**src/rtl/battle_pkg.sv**
```systemverilog
// Shared battle types: CPU opponent FSM states, move/species id widths and
// the HP threshold below which the optional greedy move picker engages.
package battle_pkg;

    typedef enum logic [2:0] {
        ST_IDLE,
        ST_GEN_TEAM,
        ST_PICK_MOVE,
        ST_ACK,
        ST_WAIT_LOW
    } cpu_state_t;

    typedef logic [4:0] move_id_t;
    typedef logic [2:0] species_id_t;

    localparam logic [7:0]  GREEDY_HP_THRESH  = 8'd32;
    localparam logic [15:0] LFSR_DEFAULT_SEED = 16'hACE1;

endpackage

```
**src/rtl/lfsr16.sv**
```systemverilog
// 16-bit Fibonacci LFSR, taps 16/14/13/11; a zero seed would lock up the
// register, so it is replaced by the default seed.
module lfsr16
    import battle_pkg::*;
(
    input  logic        Clk,
    input  logic        Reset,
    input  logic [15:0] seed,
    output logic [15:0] value
);

    logic feedback;

    assign feedback = value[15] ^ value[13] ^ value[12] ^ value[10];

    always_ff @(posedge Clk) begin
        if (Reset) begin
            value <= (seed == 16'd0) ? LFSR_DEFAULT_SEED : seed;
        end else begin
            value <= {value[14:0], feedback};
        end
    end

endmodule

```
**src/rtl/cpu_opponent.sv**
```systemverilog
// CPU opponent: generates a random three-mon enemy team and picks enemy moves.
// Optional macro CPU_GREEDY_EN enables highest-power move selection at low player HP.
module cpu_opponent
    import battle_pkg::*;
#(
    parameter logic [15:0] LFSR_SEED   = 16'hACE1,
    parameter int          NUM_SPECIES = 6
) (
    input  logic                  Clk,
    input  logic                  Reset,
    input  logic                  team_req,
    input  logic                  move_req,
    input  logic [3:0][4:0]       enemy_moves,
    input  logic [3:0][7:0]       move_power,
    input  logic [7:0]            player_hp,
    output logic                  team_ack,
    output logic [2:0][2:0]       enemy_team,
    output logic                  move_ack,
    output logic [4:0]            enemy_move,
    output logic [1:0]            move_slot,
    output logic                  busy
);

    cpu_state_t       state;
    logic [15:0]      lfsr_value;
    logic [2:0][2:0]  team_work;
    logic [7:0]       used_mask;
    logic [1:0]       slot_idx;
    logic [4:0]       rej_cnt;
    logic             is_team;
    logic [1:0]       start_slot;
    logic [1:0]       scan_cnt;
    logic             found;
    logic [1:0]       best_slot;
    move_id_t         best_move;
    species_id_t      cand;
    logic             cand_ok;
    logic             pick_valid;
    species_id_t      pick_id;
    logic [1:0]       scan_slot;
    move_id_t         scan_move;
    logic             take;
    logic             greedy;

    lfsr16 u_lfsr (
        .Clk   (Clk),
        .Reset (Reset),
        .seed  (LFSR_SEED),
        .value (lfsr_value)
    );

    function automatic species_id_t lowest_unused(input logic [7:0] used);
        lowest_unused = '0;
        for (int i = NUM_SPECIES - 1; i >= 0; i--) begin
            if (!used[i]) lowest_unused = species_id_t'(i);
        end
    endfunction

    assign cand       = lfsr_value[2:0];
    assign cand_ok    = (int'(cand) < NUM_SPECIES) && !used_mask[cand];
    // After 16 rejections the slot is forced so team generation is bounded.
    assign pick_valid = (rej_cnt == 5'd16) || cand_ok;
    assign pick_id    = (rej_cnt == 5'd16) ? lowest_unused(used_mask) : cand;

    assign scan_slot  = greedy ? scan_cnt : start_slot + scan_cnt;
    assign scan_move  = enemy_moves[scan_slot];

`ifdef CPU_GREEDY_EN
    logic [7:0] best_pow;
    logic [7:0] scan_pow;
    logic       unused_lfsr_bits;

    assign scan_pow         = move_power[scan_slot];
    assign take             = (scan_move != 5'd0) && (!found || (greedy && scan_pow > best_pow));
    assign unused_lfsr_bits = ^lfsr_value[15:3];

    always_ff @(posedge Clk) begin
        if (state == ST_IDLE) begin
            greedy   <= (player_hp < GREEDY_HP_THRESH);
            best_pow <= 8'd0;
        end else if (state == ST_PICK_MOVE && take) begin
            best_pow <= scan_pow;
        end
    end
`else
    logic unused_inputs;

    assign take          = (scan_move != 5'd0) && !found;
    assign greedy        = 1'b0;
    assign unused_inputs = ^{player_hp, move_power, lfsr_value[15:3]};
`endif

    always_ff @(posedge Clk) begin
        if (Reset) begin
            state         <= ST_IDLE;
            team_ack      <= 1'b0;
            move_ack      <= 1'b0;
            busy          <= 1'b0;
            enemy_team[0] <= 3'd0;
            enemy_team[1] <= 3'd1;
            enemy_team[2] <= 3'd2;
            enemy_move    <= 5'd0;
            move_slot     <= 2'd0;
        end else begin
            team_ack <= 1'b0;
            move_ack <= 1'b0;
            case (state)
                ST_IDLE: begin
                    slot_idx   <= 2'd0;
                    rej_cnt    <= 5'd0;
                    used_mask  <= 8'd0;
                    start_slot <= lfsr_value[1:0];
                    scan_cnt   <= 2'd0;
                    found      <= 1'b0;
                    best_slot  <= 2'd0;
                    best_move  <= 5'd0;
                    if (team_req) begin
                        state   <= ST_GEN_TEAM;
                        is_team <= 1'b1;
                        busy    <= 1'b1;
                    end else if (move_req) begin
                        state   <= ST_PICK_MOVE;
                        is_team <= 1'b0;
                        busy    <= 1'b1;
                    end
                end
                ST_GEN_TEAM: begin
                    if (pick_valid) begin
                        team_work[slot_idx] <= pick_id;
                        used_mask[pick_id]  <= 1'b1;
                        rej_cnt             <= 5'd0;
                        slot_idx            <= slot_idx + 2'd1;
                        if (slot_idx == 2'd2) state <= ST_ACK;
                    end else begin
                        rej_cnt <= rej_cnt + 5'd1;
                    end
                end
                ST_PICK_MOVE: begin
                    if (take) begin
                        found     <= 1'b1;
                        best_slot <= scan_slot;
                        best_move <= scan_move;
                    end
                    scan_cnt <= scan_cnt + 2'd1;
                    if (scan_cnt == 2'd3) state <= ST_ACK;
                end
                ST_ACK: begin
                    if (is_team) begin
                        enemy_team <= team_work;
                        team_ack   <= 1'b1;
                    end else begin
                        enemy_move <= best_move;
                        move_slot  <= best_slot;
                        move_ack   <= 1'b1;
                    end
                    state <= ST_WAIT_LOW;
                end
                ST_WAIT_LOW: begin
                    if (!team_req && !move_req) begin
                        state <= ST_IDLE;
                        busy  <= 1'b0;
                    end
                end
                default: begin
                    state <= ST_IDLE;
                    busy  <= 1'b0;
                end
            endcase
        end
    end

endmodule

```
**config.mk**
```make
export PLATFORM = sky130hd
export DESIGN_NAME = cpu_opponent
export DESIGN_NICKNAME = d
export VERILOG_FILES = /design/src/rtl/battle_pkg.sv /design/src/rtl/lfsr16.sv /design/src/rtl/cpu_opponent.sv
export SDC_FILE = /design/constraint.sdc
export NUM_CORES = 1
export LEC_CHECK = 0
export CORE_MARGIN = 2
export CORE_UTILIZATION = 50
export CTS_CLUSTER_DIAMETER = 80
export CTS_CLUSTER_SIZE = 14
export DETAILED_ROUTE_END_ITERATION = 10
export DONT_BUFFER_PORTS = 1
export GPL_TIMING_DRIVEN = 0
export SLEW_MARGIN = 20
export SYNTH_ARGS = -nofsm -noshare
export SYNTH_HDL_FRONTEND = slang
export SYNTH_HIERARCHICAL = 1
export SYNTH_SLANG_ARGS = --single-unit
```
**constraint.sdc**
```tcl
create_clock -name Clk -period 6.4 [get_ports Clk]
set_input_delay 0.96 -clock Clk [delete_from_list [all_inputs] [get_ports Clk]]
set_output_delay 0.96 -clock Clk [all_outputs]
set_load 0.005 [all_outputs]
```
Yosys cells after proc, flatten, opt, wreduce, memory -nomap -nowiden
Cells that the tools add are included.
{"block": "totals", "reg_bits": 75, "word_cells": 125}
{"block": "classes", "n_addsub": 4, "n_lt_le_gt_ge": 7, "n_eq_ne": 13, "n_mux": 43, "bitwise": 8, "reduce_logical": 28}
{"op": "3-bit 2-to-1 mux", "n": 14}
{"op": "5-bit one-hot mux with 2 select lines", "n": 2}
{"op": "8-bit one-hot mux with 2 select lines", "n": 1}
{"op": "5-bit 2-to-1 mux", "n": 3}
{"op": "3-bit one-hot mux with 5 select lines", "n": 1}
{"op": "3-bit AND reduction", "n": 5}
{"op": "2-bit one-hot mux with 2 select lines", "n": 3}
{"op": "5-bit binary-select mux with 2-bit select", "n": 1}
{"op": "2-bit != test, second input constant", "n": 5}
{"op": "2-bit AND reduction", "n": 5}
{"op": "9-bit bitwise mux", "n": 1}
{"op": "1-bit 2-to-1 mux", "n": 9}
{"op": "3-bit by 4-bit < comparator with 1-bit output, second input constant", "n": 2}
{"op": "8-bit 2-to-1 mux", "n": 1}
{"op": "8-bit OR", "n": 1}
{"op": "3-bit demux with 2-bit select", "n": 1}
{"op": "3-bit by 2-bit equality test with 1-bit output, second input constant", "n": 2}
{"op": "2-bit by 3-bit < comparator with 1-bit output, second input constant", "n": 2}
{"op": "2-bit nonzero test", "n": 3}
{"op": "5-bit by 1-bit adder with 5-bit output, second input constant", "n": 1}
{"op": "5-bit equality test, second input constant", "n": 1}
{"op": "1-bit logical AND", "n": 5}
{"op": "5-bit AND reduction", "n": 1}
{"op": "5-bit nonzero test", "n": 1}
{"op": "other kinds (21)", "n": 32}

Depth between registers and ports, before layout
{"block": "depth", "word_depth": 14, "ltp_mapped": 8, "mapped_depth_nobuf": 8}

Cells and area by module
The synthesis kept the hierarchy.
{"module": "cpu_opponent", "n_inst": 1, "cells_per_inst": 238, "area_each_um2": 2683.8, "seq_area_each_um2": 1491.4}
{"module": "lfsr16", "n_inst": 1, "cells_per_inst": 42, "area_each_um2": 584.3, "seq_area_each_um2": 320.3}

Worst setup path after synthesis
Ideal clock, no wire load.
{"block": "synth_timing", "path_kind": "input to register", "startpoint": "input enemy_moves[18] (netlist name)", "endpoint": "register best_move[0], enable pin", "setup_ns": 0.278, "arrival_ns": 2.212, "slack_ns": 3.911, "stages": 5, "cell_sequence": "or4b_1 -> o22ai_1 -> nor2_1 -> a211o_1 -> a31o_1"}
{"block": "synth_between", "elab_chain_cells": 6}
{"item": "start: declaration", "line": "cpu_opponent.sv:13", "rtl": "input logic [3:0][4:0] enemy_moves,"}
{"item": "5-bit binary-select mux with 2-bit select", "line": "cpu_opponent.sv:66", "rtl": "assign scan_move = enemy_moves[scan_slot];"}
{"item": "5-bit 2-to-1 mux (implied by the code)", "line": "cpu_opponent.sv:66"}
{"item": "5-bit nonzero test", "line": "cpu_opponent.sv:88", "rtl": "assign take = (scan_move != 5'd0) && !found;"}
{"item": "1-bit logical AND", "line": "cpu_opponent.sv:88"}
{"item": "2-bit != test (no line)"}
{"item": "3-bit AND reduction (no line)"}
{"item": "end signal: assignment", "line": "cpu_opponent.sv:142", "rtl": "best_move <= scan_move;"}
{"item": "end: declaration", "line": "cpu_opponent.sv:35", "rtl": "move_id_t best_move;"}
Every way passes these cells. The select of a mux whose other input is x is not followed.
A chain may end at the register's enable or synchronous reset.

Final worst setup path
{"block": "layout_timing", "startpoint": "register scan_cnt[0]", "endpoint": "register best_move[4], enable pin"}
{"block": "layout_between", "elab_chain_cells": 7}
{"item": "start: declaration", "line": "cpu_opponent.sv:32", "rtl": "logic [1:0] scan_cnt;"}
{"item": "start signal: assignment", "line": "cpu_opponent.sv:144", "rtl": "scan_cnt <= scan_cnt + 2'd1;"}
{"item": "2-bit adder", "line": "cpu_opponent.sv:65", "rtl": "assign scan_slot = greedy ? scan_cnt : start_slot + scan_cnt;"}
{"item": "via scan_slot[0]", "line": "cpu_opponent.sv:40", "rtl": "logic [1:0] scan_slot;"}
{"item": "5-bit binary-select mux with 2-bit select", "line": "cpu_opponent.sv:66"}
{"item": "5-bit 2-to-1 mux (implied by the code)", "line": "cpu_opponent.sv:66"}
{"item": "5-bit nonzero test", "line": "cpu_opponent.sv:88"}
{"item": "1-bit logical AND", "line": "cpu_opponent.sv:88"}
{"item": "2-bit != test (no line)"}
{"item": "3-bit AND reduction (no line)"}
The timed path passes the listed nets, and every way through them passes these cells. The select of a mux whose other input is x is not followed.

==> reports/metrics.yaml <==
clocking:
  cts-root-buf: "clkbuf_8"
  ctsResizeCount: 0
  clkSinkCount: 73
  cts_hold_buf: 0
  post_cts_buffers: 0
  cts_tree: "built"
  clk_latency_ns: 0.34
  htree_levels: 3
  clkTransAtPathRegs_ns: 0.08
  cts_made_buffers: 9
  cts_buffer_depth: 2
die:
  die-area_um2: 7199
  core_um2: 6350
  row_count: 29
  start_util: 0.5147
  io_pins: 83
  dieHeight_um: 84.85
  dieWidth_um: 84.85
synth:
  yosys.area.top_type_share: 0.3216
  syn_area_um2: 3268
  synth_cells: 280
  synth_cell_types: 53
  synth_adder_area_share: 0.02986
  synth_area_per_cell_um2: 11.67
  synth-xor-area-share: 0.02412
  synthSimpleGateAreaFrac: 0.1623
  ys_warn_count: 6
  synth-compound-area-share: 0.09648
  async_flop_share: 0
  ys_ff_latch: 73
  ys_seq_area_frac: 0.5544
  yosys-mux-area-fraction: 0.1003
  synth_top_family_by_area: "simple AND/OR/NAND/NOR gates"
  synthFlopType: "dfxtp_1"
  synth.largest_area_cell: "edfxtp_1"
  synth_most_common_cell: "dfxtp_1"
  synth.area.top_cells: "edfxtp_1 (32%), dfxtp_1 (23%), mux2i_1 (3.4%)"
  synth_top_cells_by_count: "dfxtp_1 (38), edfxtp_1 (35), nand2_1 (27)"
  synth-edff-count: 35
routing:
  final_antenna_net_count: 0
  drc: 0
  wire_per_inst_um: 13.63
  drt_iter0_markers: 48
  dr.pass1.iters: 4
  wirelength_mm: 5.492
  viasPerCell: 5.290
  vias: 2132
cells_and_area:
  num_antenna_cells: 0
  area_growth_pct: 12.37
  fillers: 555
  drive_above_1_share: 0.1227
  stdcell_count: 403
  final_nets: 392
  fin_area_um2: 3672
  utilization: 0.5783
  multiInputGateArea_um2: 1470
  regArea_um2: 1812
hold_path:
  hold_depth: 1
  min_from: "u_lfsr/value[14]"
  hold_class: "flip-flop to flip-flop"
  min_to: "u_lfsr/value[15]"
sta:
  setup_viol: 0
  slew_headroom: 0.3245
  drv_slew: 0
  fin_crit_sh: 0.3904
  rsz0062_at_grt: "false"
  fin_ws_ns: 3.902
  clock_skew_ns: 0.008594
  fmax_mhz: 400.3
  hold_violations: 0
  tns_ns: 0
  min_period_ns: 2.498
  worstMarginPinSlew_ns: 1.006
global_routing:
  grt_max_degree: 14
  overflow: 0
  grt_pass1_vias: 2124
  grt_pass1_wl_mm: 9.377
  antenna_found_initial: 0
  track_usage: 0.1655
critical_path:
  cpPeakStageDelay_ns: 0.53
  r2r_slack_ns: 3.90
  critical_path_arrival_ns: 2.56
  cp_slowest_cell: "or4_1"
  worst_setup_path_start_kind: "flip-flop"
  rr_worst_depth: 7
  timing.rr.start: "scan_cnt[0]"
  r2r_end: "best_move[4]"
  end_kind: "flip-flop"
  crit_chain: "ha_1 > buf_6 > or4_1 > o22ai_1 > nor2_1 > a211o_1 > a31o_1"
  critPathKind: "flip-flop to flip-flop"
  worstPathMaxFanout: 10
  cp_data_required_time_ns: 6.46
place:
  dpl_worst_slack_ns: 3.637
  io_buffers: 0
  dp.cells: 387
  place_hpwl_mm: 3.954
  gp_congestion: 0.8057
  placed_cell_area_um2: 3477
pwr:
  power_density_nw_per_um2: 357.6
  p_leak_nw: 1.418
  vdd_ir_drop_max_mv: 0.1739
flow_run:
  maxCapViolations: 0
run_status:
  status: "completed"
[final cells by class]
class                           count  area share
Sequential cell                    73      0.4934
Multi-Input combinational cell    213      0.4003
Clock buffer                       10     0.03475
Tap cell                           77     0.02624
Clock inverter                      6     0.01840
Buffer                             11     0.01363
Inverter                           13     0.01329
[how the worst max path moves through the flow]
| stage | from | endpoint | slack (ns) |
|---|---|---|---|
| 5_1_grt | scan_cnt[0] | best_move[4] | 3.79 |
| 6_report | scan_cnt[0] | best_move[4] | 3.90 |
| 3_5_place_dp | Reset | slot_idx[0] | 3.64 |
| 2_1_floorplan | enemy_moves[18] | best_move[0] | 3.91 |
| 4_1_cts | scan_cnt[0] | best_move[4] | 3.88 |
| 3_3_place_gp | Reset | used_mask[5] | 3.67 |
[kinds of logic after synthesis]
logic type               count (synthesis)
AO/OA/AOI/OAI                           42
AND/OR/NAND/NOR                        100
adder cells (fa/ha/maj)                  8
XOR/XNOR                                 7
buffers and inverters                   24
multiplexers                            24
flip-flops                              73
other                                    2
[state kept, by name, indices dropped and copies added, names as in the netlist]
register,cells
best_move,5
best_slot,2
busy,1
enemy_move,5
enemy_team,9
found,1
is_team,1
move_ack,1
move_slot,2
rej_cnt,5
scan_cnt,2
slot_idx,2
start_slot,2
state,3
team_ack,1
team_work,9
u_lfsr/value,16
used_mask,6
[where the power goes]
| part | switching, mW | internal [mW] | total, mW |
|---|---|---|---|
| Sequential | 0.0525 | 0.600 | 0.653 |
| Combinational | 0.165 | 0.140 | 0.305 |
| Clock | 0.173 | 0.182 | 0.355 |
[per-stage QoR]
step / hold WS, ns / power, mW
global placement: 0.4303 / 0.9628
floorplan: 0.4252 / 0.8976
CTS: 0.4575 / 1.326
global route: 0.4770 / 1.393
detailed placement: 0.4418 / 0.9703
finish: 0.4503 / 1.313
[routing by layer]
| metal | part of all wire | global-route usage | vias up | wire [um] |
|---|---|---|---|---|
| li1 | - | - | 1063 | - |
| met1 | 0.45 | 0.2066 | 1007 | 2484 |
| met2 | 0.49 | 0.2677 | 53 | 2679 |
| met3 | 0.046 | 0.04572 | 9 | 250 |
| met4 | 0.014 | 0.07792 | 0 | 77 |
| met5 | 0 | 0 | - | 0 |
[layout by cell type, fill, tap and decap left out, types with 2 or more instances in the layout]
master / netlist / layout
nand3_1: 2 / 2
and2_1: 16 / 16
xor2_1: 3 / 3
nor4_1: 5 / 5
nor2_1: 23 / 23
inv_1: 12 / 12
dfxtp_1: 38 / 38
nor3_1: 6 / 6
mux4_1: 4 / 4
clkinv_4: 0 / 3
mux2i_1: 11 / 11
and3_1: 2 / 2
xnor2_1: 3 / 3
o21a_1: 3 / 3
o21ai_0: 5 / 5
mux2_2: 8 / 8
ha_1: 7 / 7
or4_4: 3 / 3
clkbuf_1: 9 / 10
a21oi_1: 11 / 11
or2_2: 2 / 2
conb_1: 2 / 32
o211ai_1: 5 / 5
nand2_1: 27 / 27
o22a_1: 7 / 7
or4_1: 2 / 2
nand3b_1: 3 / 3
edfxtp_1: 35 / 35
clkbuf_8: 0 / 9
[worst max-delay path: cells and delay by family, from the launching register on]
family / cells / cell delay [ns]
simple gates: 2 / 0.58
fa+ha+maj: 1 / 0.31
flops: 1 / 0.43
compound gates: 3 / 0.75
buf+inv: 1 / 0.15
Power figures use the tool's default switching activity.
